--- config.mk ---
export PLATFORM = sky130hd
export DESIGN_NAME = csr_exec_unit
export DESIGN_NICKNAME = d
export VERILOG_FILES = /design/src/rtl/csr_exec_unit.sv
export SDC_FILE = /design/constraint.sdc
export NUM_CORES = 1
export LEC_CHECK = 0
export ABC_CLOCK_PERIOD_IN_PS = 1500
export CORE_MARGIN = 2
export CORE_UTILIZATION = 36
export CTS_BUF_LIST = sky130_fd_sc_hd__clkbuf_4 sky130_fd_sc_hd__clkbuf_8
export DETAILED_ROUTE_END_ITERATION = 10
export HOLD_SLACK_MARGIN = 0.1
export PLACE_DENSITY = 0.86
export SLEW_MARGIN = 20
export SYNTH_ARGS = -nofsm -noshare
export SYNTH_HDL_FRONTEND = slang
export SYNTH_SLANG_ARGS = --single-unit
--- constraint.sdc ---
create_clock -name clk -period 1.5 [get_ports clk]
set_input_delay 0.3 -clock clk [delete_from_list [all_inputs] [get_ports clk]]
set_output_delay 0.3 -clock clk [all_outputs]
set_load 0.1 [all_outputs]
--- src/rtl/csr_exec_unit.sv ---
// -----------------------------------------------------------------------------
// csr_exec_unit
// Initiator side of the machine-mode CSR interface. Takes one decoded
// SYSTEM-opcode instruction (CSRRW/S/C, CSRRWI/SI/CI, ECALL, EBREAK, MRET)
// per start pulse, sequences it onto the CSR file's read / write / trap / ret
// strobes and reports completion with a one-cycle done pulse.
//
// Optional feature macro: CSR_EXEC_IRQ_EN
//   defined   : start with irq=1 and mie=1 is turned into an external-interrupt
//               trap (cause 11, take_external_interupt=1) instead of executing.
//   undefined : irq and mie are ignored, take_external_interupt stays 0.
//
// Ports
//   clk, rst            clock, synchronous active-high reset
//   start               instruction valid (accepted only while busy=0)
//   funct3, csr_field,
//   rs1_field, rd_field decoded instruction fields
//   rs1_val             rs1 register value
//   irq, mie            pending external interrupt / mstatus.MIE
//   busy                unit occupied
//   done                one-cycle completion pulse
//   exc, mret_done      qualifiers of done (trap taken / MRET executed)
//   rd_we, rd_addr,
//   rd_data             register write-back (old CSR value)
//   csr_addr, csr_wdata,
//   csr_write_type      CSR access address, operand, 01 write/10 set/11 clear
//   csr_read, csr_write CSR access strobes (never together)
//   csr_rdata,
//   csr_invalid         combinational read data / address-not-implemented
//   trap, trap_cause    trap strobe and cause code
//   take_external_interupt  interrupt flag for mcause[31]
//   csr_ret             MRET strobe to the CSR file
// All outputs are flops; the only combinational path is
// csr_rdata/csr_invalid into the next-state and rd_data capture.
// -----------------------------------------------------------------------------
module csr_exec_unit (
    input  logic        clk,
    input  logic        rst,
    input  logic        start,
    input  logic [2:0]  funct3,
    input  logic [11:0] csr_field,
    input  logic [4:0]  rs1_field,
    input  logic [4:0]  rd_field,
    input  logic [31:0] rs1_val,
    input  logic        irq,
    input  logic        mie,
    output logic        busy,
    output logic        done,
    output logic        exc,
    output logic        mret_done,
    output logic        rd_we,
    output logic [4:0]  rd_addr,
    output logic [31:0] rd_data,
    output logic [11:0] csr_addr,
    output logic [31:0] csr_wdata,
    output logic        csr_read,
    output logic        csr_write,
    output logic [1:0]  csr_write_type,
    input  logic [31:0] csr_rdata,
    input  logic        csr_invalid,
    output logic        trap,
    output logic [4:0]  trap_cause,
    output logic        take_external_interupt,
    output logic        csr_ret
);

    localparam logic [4:0] CAUSE_ILLEGAL = 5'd2;
    localparam logic [4:0] CAUSE_BREAK   = 5'd3;
    localparam logic [4:0] CAUSE_ECALL   = 5'd11;
    localparam logic [4:0] CAUSE_EXT_IRQ = 5'd11;

    typedef enum logic [2:0] {
        S_IDLE  = 3'd0,
        S_READ  = 3'd1,
        S_WRITE = 3'd2,
        S_TRAP  = 3'd3,
        S_RET   = 3'd4,
        S_DONE  = 3'd5
    } state_t;

    state_t state_r;
    logic   need_wr_r;
    logic   irq_take_s;
    state_t start_state_s;
    logic   [4:0] start_cause_s;

    // First state of a freshly accepted instruction from its encoding.
    function automatic state_t decode_state(input logic [2:0] f3, input logic [11:0] csr);
        state_t ns;
        case (f3)
            3'b000: begin
                case (csr)
                    12'h000: ns = S_TRAP;
                    12'h001: ns = S_TRAP;
                    12'h302: ns = S_RET;
                    default: ns = S_TRAP;
                endcase
            end
            3'b100:  ns = S_TRAP;
            default: ns = S_READ;
        endcase
        return ns;
    endfunction

    // Trap cause for encodings that trap straight out of IDLE.
    function automatic logic [4:0] decode_cause(input logic [2:0] f3, input logic [11:0] csr);
        logic [4:0] c;
        if (f3 == 3'b000 && csr == 12'h000) begin
            c = CAUSE_ECALL;
        end else if (f3 == 3'b000 && csr == 12'h001) begin
            c = CAUSE_BREAK;
        end else begin
            c = CAUSE_ILLEGAL;
        end
        return c;
    endfunction

`ifdef CSR_EXEC_IRQ_EN
    // Interrupt is taken at instruction acceptance when globally enabled.
    always_comb begin
        irq_take_s = irq & mie;
    end
`else
    logic irq_unused_s;

    // Interrupt inputs are not part of this build.
    always_comb begin
        irq_take_s   = 1'b0;
        irq_unused_s = irq ^ mie;
    end
`endif

    // Decode of the incoming instruction, used only in IDLE.
    always_comb begin
        start_state_s = decode_state(funct3, csr_field);
        start_cause_s = decode_cause(funct3, csr_field);
    end

    // Sequencer: state and every output are registered together so that each
    // strobe is a clean decode of the current state.
    always_ff @(posedge clk) begin
        if (rst) begin
            state_r                <= S_IDLE;
            need_wr_r              <= 1'b0;
            busy                   <= 1'b0;
            done                   <= 1'b0;
            exc                    <= 1'b0;
            mret_done              <= 1'b0;
            rd_we                  <= 1'b0;
            rd_addr                <= 5'd0;
            rd_data                <= 32'd0;
            csr_addr               <= 12'd0;
            csr_wdata              <= 32'd0;
            csr_read               <= 1'b0;
            csr_write              <= 1'b0;
            csr_write_type         <= 2'b00;
            trap                   <= 1'b0;
            trap_cause             <= 5'd0;
            take_external_interupt <= 1'b0;
            csr_ret                <= 1'b0;
        end else begin
            // Pulses default low; each state entry raises its own.
            done                   <= 1'b0;
            exc                    <= 1'b0;
            mret_done              <= 1'b0;
            rd_we                  <= 1'b0;
            csr_read               <= 1'b0;
            csr_write              <= 1'b0;
            trap                   <= 1'b0;
            take_external_interupt <= 1'b0;
            csr_ret                <= 1'b0;

            case (state_r)
                S_IDLE: begin
                    if (start) begin
                        busy           <= 1'b1;
                        csr_addr       <= csr_field;
                        csr_wdata      <= funct3[2] ? {27'd0, rs1_field} : rs1_val;
                        csr_write_type <= funct3[1:0];
                        rd_addr        <= rd_field;
                        rd_data        <= 32'd0;
                        // RW forms always write; S/C forms only with a nonzero source.
                        need_wr_r      <= (funct3[1:0] == 2'b01) || (rs1_field != 5'd0);
                        if (irq_take_s) begin
                            state_r                <= S_TRAP;
                            trap                   <= 1'b1;
                            trap_cause             <= CAUSE_EXT_IRQ;
                            take_external_interupt <= 1'b1;
                            done                   <= 1'b1;
                            exc                    <= 1'b1;
                        end else begin
                            state_r <= start_state_s;
                            case (start_state_s)
                                S_READ: begin
                                    csr_read <= 1'b1;
                                end
                                S_RET: begin
                                    csr_ret   <= 1'b1;
                                    done      <= 1'b1;
                                    mret_done <= 1'b1;
                                end
                                S_TRAP: begin
                                    trap       <= 1'b1;
                                    trap_cause <= start_cause_s;
                                    done       <= 1'b1;
                                    exc        <= 1'b1;
                                end
                                default: begin
                                    state_r <= S_IDLE;
                                    busy    <= 1'b0;
                                end
                            endcase
                        end
                    end else begin
                        busy <= 1'b0;
                    end
                end

                S_READ: begin
                    rd_data <= csr_rdata;
                    // Writes to the 0b11 address block are read-only violations.
                    if (csr_invalid || (need_wr_r && csr_addr[11:10] == 2'b11)) begin
                        state_r    <= S_TRAP;
                        trap       <= 1'b1;
                        trap_cause <= CAUSE_ILLEGAL;
                        done       <= 1'b1;
                        exc        <= 1'b1;
                    end else if (need_wr_r) begin
                        state_r   <= S_WRITE;
                        csr_write <= 1'b1;
                    end else begin
                        state_r <= S_DONE;
                        done    <= 1'b1;
                        rd_we   <= (rd_addr != 5'd0);
                    end
                end

                S_WRITE: begin
                    state_r <= S_DONE;
                    done    <= 1'b1;
                    rd_we   <= (rd_addr != 5'd0);
                end

                S_TRAP, S_RET, S_DONE: begin
                    state_r <= S_IDLE;
                    busy    <= 1'b0;
                end

                default: begin
                    state_r <= S_IDLE;
                    busy    <= 1'b0;
                end
            endcase
        end
    end

endmodule

==> results.yml, run 1 <==
job:
  max_cap_violations: 0
critical_path:
  crit_slowest_cell: "or4_4"
  crit_type: "primary input to flip-flop"
  crit_required_ns: 1.76
  crit_buf_inv: 1
  cp_max_fo: 2
  crit_arrival_ns: 1.75
  crit_chain: "dlygate4sd2_1, nor4_4, nand4_4, or4_4, a21oi_2, nor2_1"
  slowest_delay_ns: 0.46
  start_kind: "primary input"
  cp_top_family: "simple AND/OR/NAND/NOR gates"
  cp-end-kind: "flip-flop"
power:
  leakage_nw: 2.73
  power_density_mw_per_mm2: 1140
  combPwrFrac_pct: 42.6
  sw_frac_of_total_pct: 40.7
  pwr-share-seq_pct: 37.9
  p_sw_mw: 3.24
  intPower_mw: 4.72
  ir_drop_mv: 0.596
  p_clk_share_pct: 19.5
grt:
  first_global_vias: 3893
  antenna_found_initial: 0
  grt.total_usage_pct: 22.4
  overflow: 0
  grt_max_degree: 42
  grt_pass1_wl_mm: 19.7
timing:
  rsz0062_at_grt: "true"
  setup-tns-final_ns: 0
  slew_headroom_pct: 59.0
  hold_viol_final: 0
  setup_violations: 0
  hold_ws_ns: 0.233
  fin_crit_sh_pct: 99.2
  skew_ns: 0.0138
  fmax_ghz: 0.672
  tightest_slew_ns: 0.614
  finalMaxSlewViolations: 0
  fin_crit_ns: 1.49
floorplanning:
  die_h_um: 104
  initial_core_util_pct: 37.1
  coreArea_mm2: 0.00977
  io_pins: 193
  die_area_mm2: 0.0109
  die_w_um: 104
  row_count: 36
layout:
  final_nets: 689
  area_growth_pct: 92.3
  final_common_cell: "buf_12"
  nFillCells: 671
  final_cell_mix: "100 x buf_12, 88 x dfxtp_1, 75 x clkdlybuf4s50_1"
  antenna_cells: 0
  drive_gt1_share_pct: 30.1
placed_design:
  place.port_buffers: 187
  place.gp.congestion: 0.915
  dp_hpwl_mm: 9.18
synthesis:
  synth_cell_types: 40
  synth-edff-count: 0
  yosysWarnings: 0
  ys_seq_area_share_pct: 53.5
  synth-seq-cells: 97
  ys.flop_type: "dfxtp_1"
  syn_area_mm2: 0.00363
  syn_inst: 396
  synthArstFlopShare_pct: 0
  synth_area_per_cell_um2: 9.16
hold_path:
  hp-class: "primary input to flip-flop"
clocking:
  hold_buffers: 0
  clockBufferDepth: 2
  cts_root_buffer: "clkbuf_8"
  htree_levels: 3
  numCtsBuffers: 9
  path_clk_slew_ns: 0.09
  cts_sinks: 97
  cts_tree: "yes"
  clock_latency_ns: 0.36
route:
  avgRoutedWirePerCell_um: 17.0
  dr.pass1.iters: 4
  drt-total-wl_mm: 12.4
  avgViaCountPerCell: 5.08
  route.vias.total: 3722
  drt_iter0_markers: 132
  drc: 0
  ant_nets: 0
run_status:
  run_status: "finished clean"
==> worst min-delay path: cells and delay by family <==
kind / cells / cell delay (ns)
simple gates: 1 / 0.07
buf+inv: 1 / 0.11
compound gates: 1 / 0.06
==> path summary, 6_finish.rpt <==
path                 from            end  slack, ns  cells after the start
min          csr_field[2]    csr_addr[2]       0.23                      3
min reg2reg    rd_addr[0]     rd_addr[0]       0.49                      2
max reg2reg    state_r[1]  csr_wdata[29]       0.04                      4
max          csr_field[6]  trap_cause[1]       0.01                      6
==> what timing repair did <==
action,in CTS,in global routing
gates resized for setup,31,14
endpoints found under the setup margin,68,37
buffers inserted,4,0
pin swaps,9,9
gates cloned,0,1
==> cell type report <==
| cell class | instances | area (um2) | area share [%] |
|---|---|---|---|
| Timing Repair Buffer | 221 | 3120 | 44.7 |
| Clock inverter | 5 | 31.3 | 0.449 |
| Multi-Input combinational cell | 264 | 1550 | 22.2 |
| Clock buffer | 11 | 145 | 2.08 |
| Sequential cell | 97 | 1960 | 28.1 |
| Tap cell | 133 | 166 | 2.39 |
| Inverter | 1 | 3.75 | 0.0538 |
==> sequential cells by signal, indices dropped and copies added, names as in the netlist <==
register	cells
busy	1
rd_data	32
done	1
csr_wdata	32
need_wr_r	1
rd_we	1
csr_ret	1
trap_cause	3
csr_read	1
csr_write	1
rd_addr	5
csr_write_type	2
trap	1
csr_addr	12
state_r	3
==> synth_stat cells (2+ instances only) <==
| cell type | count | area [um2] |
|---|---|---|
| a21oi_1 | 58 | 290 |
| mux2i_1 | 5 | 50.1 |
| a22oi_1 | 2 | 15.0 |
| nand2b_1 | 2 | 12.5 |
| nand3_1 | 34 | 170 |
| or4_1 | 2 | 15.0 |
| nand3b_1 | 2 | 15.0 |
| nor4_4 | 2 | 42.5 |
| buf_2 | 8 | 40.0 |
| nor3_4 | 2 | 32.5 |
| a211oi_1 | 6 | 45.0 |
| buf_4 | 8 | 60.1 |
| nor2_1 | 13 | 48.8 |
| nor4_1 | 4 | 25.0 |
| a22o_1 | 27 | 236 |
| o21ai_0 | 3 | 15.0 |
| dfxtp_1 | 97 | 1940 |
| buf_6 | 4 | 45.0 |
| nand2_1 | 74 | 278 |
| clkbuf_1 | 15 | 56.3 |
| nor3_1 | 9 | 45.0 |
==> metrics by stage <==
step	util, %	total power [mW]	setup slack, ns	instance area, um2	instances
6_report	71.4	7.96	0.0115	6970	732
5_1_grt	71.4	8.26	-0.0238	6970	732
4_1_cts	70.9	7.97	-0.0316	6930	731
3_5_place_dp	68.6	6.43	-0.579	6710	711
3_3_place_gp	68.6	6.36	-0.513	6710	711
2_1_floorplan	-	4.98	-0.0452	3650	398
==> kinds of logic (layout without fill, tap and decap cells) <==
kind of cell    count (synthesis)  count (layout)  synth area share (%)
compound gates                100             100                  17.4
xor+xnor                        1               1                 0.242
simple gates                  154             155                  21.4
flops                          97              97                  53.5
buf+inv                        38             238                  5.90
other cells                     1               3                 0.103
mux                             5               5                  1.38
==> routing by layer <==
metal / global-route usage [%] / vias up / routed length, um
li1: - / 1774 / -
met1: 23.5 / 1747 / 4520
met2: 40.3 / 168 / 6510
met3: 7.58 / 33 / 1020
met4: 10.4 / 0 / 367
met5: 0 / - / 0
==> power by group through the flow <==
| stage | Clock [mW] | Combinational, mW | Sequential, mW |
|---|---|---|---|
| 2_1_floorplan | 0 | 0.654 | 4.33 |
| 3_3_place_gp | 0 | 3.30 | 3.06 |
| 3_5_place_dp | 0 | 3.35 | 3.08 |
| 4_1_cts | 1.59 | 3.36 | 3.02 |
| 5_1_grt | 1.69 | 3.52 | 3.04 |
| 6_report | 1.55 | 3.39 | 3.02 |
Power figures use the tool's default switching activity.
==> run 2, diff against run 1 <==
PLACE_DENSITY = 0.78   (was 0.86)
SETUP_SLACK_MARGIN = 0.5   (was unset)
==> run 2 against run 1 <==
  * The flow now finishes with violations (negative setup slack)
  * Register-to-register slack worse by 0.23 ns
  * Clock skew up 0.010 ns
  * Sequential share of layout area down 3.5 points
  * Final cell count up 11%
  * Count of clock-buffer cells in the layout unchanged
  * Worst hold slack worse by 0.035 ns
  * Total power up 16%
  * Fmax down 12%
  * Wire length up 57%
  * Die area unchanged
  * First-iteration DRC count up 110%
  * Largest cell class unchanged
  * Largest power group unchanged
==> results.yml, run 2 (same netlist as run 1, synthesis figures left out) <==
run_status:
  run_status: "finished with violations"
  violations: "negative setup slack"
critical_path:
  crit_arrival_ns: 1.97
  cp_max_fo: 5
  crit_slowest_cell: "dfxtp_4"
  ff2ff_path_depth: 8
  path_common_cell: "buf_4"
  cp-end-kind: "flip-flop"
  start_kind: "flip-flop"
  crit_required_ns: 1.78
  slowest_delay_ns: 0.42
  crit_type: "flip-flop to flip-flop"
  crit_chain: "buf_4, buf_6, a21oi_1, buf_4, nor4_4, buf_4, nand2_1, a21oi_1"
power:
  finalPower_mw: 9.22
  leakage_nw: 3.49
  power_density_mw_per_mm2: 1070
  ir_drop_mv: 0.660
timing:
  setup-tns-final_ns: -4.73
  hold_viol_final: 0
  fmax_ghz: 0.591
  fin_crit_ns: 1.69
  hold_ws_ns: 0.198
  setup_violations: 73
  worst_slack_ns: -0.192
  fin_crit_sh_pct: 113
  rsz0062_at_grt: "true"
  skew_ns: 0.0239
  finalMaxSlewViolations: 0
layout:
  final_cell_mix: "104 x buf_12, 75 x buf_4, 74 x clkdlybuf4s50_1"
  nFillCells: 394
  largestRegisters: "csr_wdata: 32 flops, rd_data: 32 flops, csr_addr: 12 flops"
  ff_latch_area_mm2: 0.00213
  multi_input_area_mm2: 0.00208
  stdcell_area_mm2: 0.00864
  final_common_cell: "buf_12"
  final_nets: 771
  drive_gt1_share_pct: 66.1
  area_growth_pct: 138
  fin_cells: 814
  antenna_cells: 0
clocking:
  cts_tree: "yes"
  path_clk_slew_ns: 0.11
  htree_levels: 3
  numCtsBuffers: 9
  cts_root_buffer: "clkbuf_8"
  hold_buffers: 0
  clockBufferDepth: 2
  clock_latency_ns: 0.37
  cts_sinks: 97
placed_design:
  place.gp.congestion: 0.826
  placed_area_mm2: 0.00703
  dp_hpwl_mm: 9.72
  place_inst: 715
  place.port_buffers: 187
job:
  max_cap_violations: 0
floorplanning:
  coreArea_mm2: 0.00977
  die_h_um: 104
  die_area_mm2: 0.0109
  die_w_um: 104
  row_count: 36
  io_pins: 193
  initial_core_util_pct: 37.1
route:
  ant_nets: 0
  drt-total-wl_mm: 19.5
  drc: 0
  route.vias.total: 4488
  dr.pass1.iters: 5
  avgViaCountPerCell: 5.51
  drt_iter0_markers: 274
  avgRoutedWirePerCell_um: 24.0
grt:
  grt_use_met2_pct: 52.2
  grt_pass1_wl_mm: 24.3
  grt.total_usage_pct: 28.2
  grt_util_met3_pct: 6.33
  grt-busiest-layer: "met2"
  grt_max_degree: 33
  first_global_vias: 4371
  antenna_found_initial: 0
  overflow: 0
  met1_usage_pct: 30.9
hold_path:
  hp-class: "primary input to flip-flop"
  min_delay_path_depth: 3
[run 2: where the power goes]
part	internal [mW]	switching [mW]
registers	2.81	0.263
clock network	0.679	1.01
logic	1.85	2.61
total	5.34	3.88
[run 2: path summary, 6_finish.rpt]
check | slack, ns | end | startpoint
worst min-delay path | 0.20 | csr_addr[2] | csr_field[2]
worst max register to register | -0.19 | trap_cause[0] | state_r[0]
worst max-delay path | -0.19 | trap_cause[0] | state_r[0]
worst min register to register | 0.48 | rd_data[12] | rd_data[12]
[run 2: timing repair]
item	in CTS	in global routing
endpoints found under the setup margin	192	192
gates cloned	8	3
pin swaps	22	42
resized for setup	114	106
setup buffers	32	40
[run 2: layer usage]
layer  vias up  wire (um)
met5         -          0
met4         0        894
met3        67       1230
met2       251      10200
met1      2213       7190
li1       1957          -
[run 2: through the flow]
stage,setup slack [ns],util [%]
finish,-0.192,88.4
global route,-0.193,88.4
CTS,0.0295,80.2
detailed placement,-0.581,71.9
global placement,-0.535,71.9
floorplan,-0.0325,-
[run 2: final cells by class]
class,instances,area share (%)
Multi-Input combinational cell,264,24.1
Inverter,1,0.0434
Clock buffer,11,1.68
Clock inverter,5,0.434
Tap cell,133,1.93
Sequential cell,97,24.7
Timing Repair Buffer,303,47.1
[run 2: worst max-delay path, delay by kind of cell (launching register included)]
kind	cells	cell delay [ns]
buffers and inverters	4	0.60
AOI/OAI and AO/OA	2	0.24
DFF	1	0.42
and+or+nand+nor	2	0.35
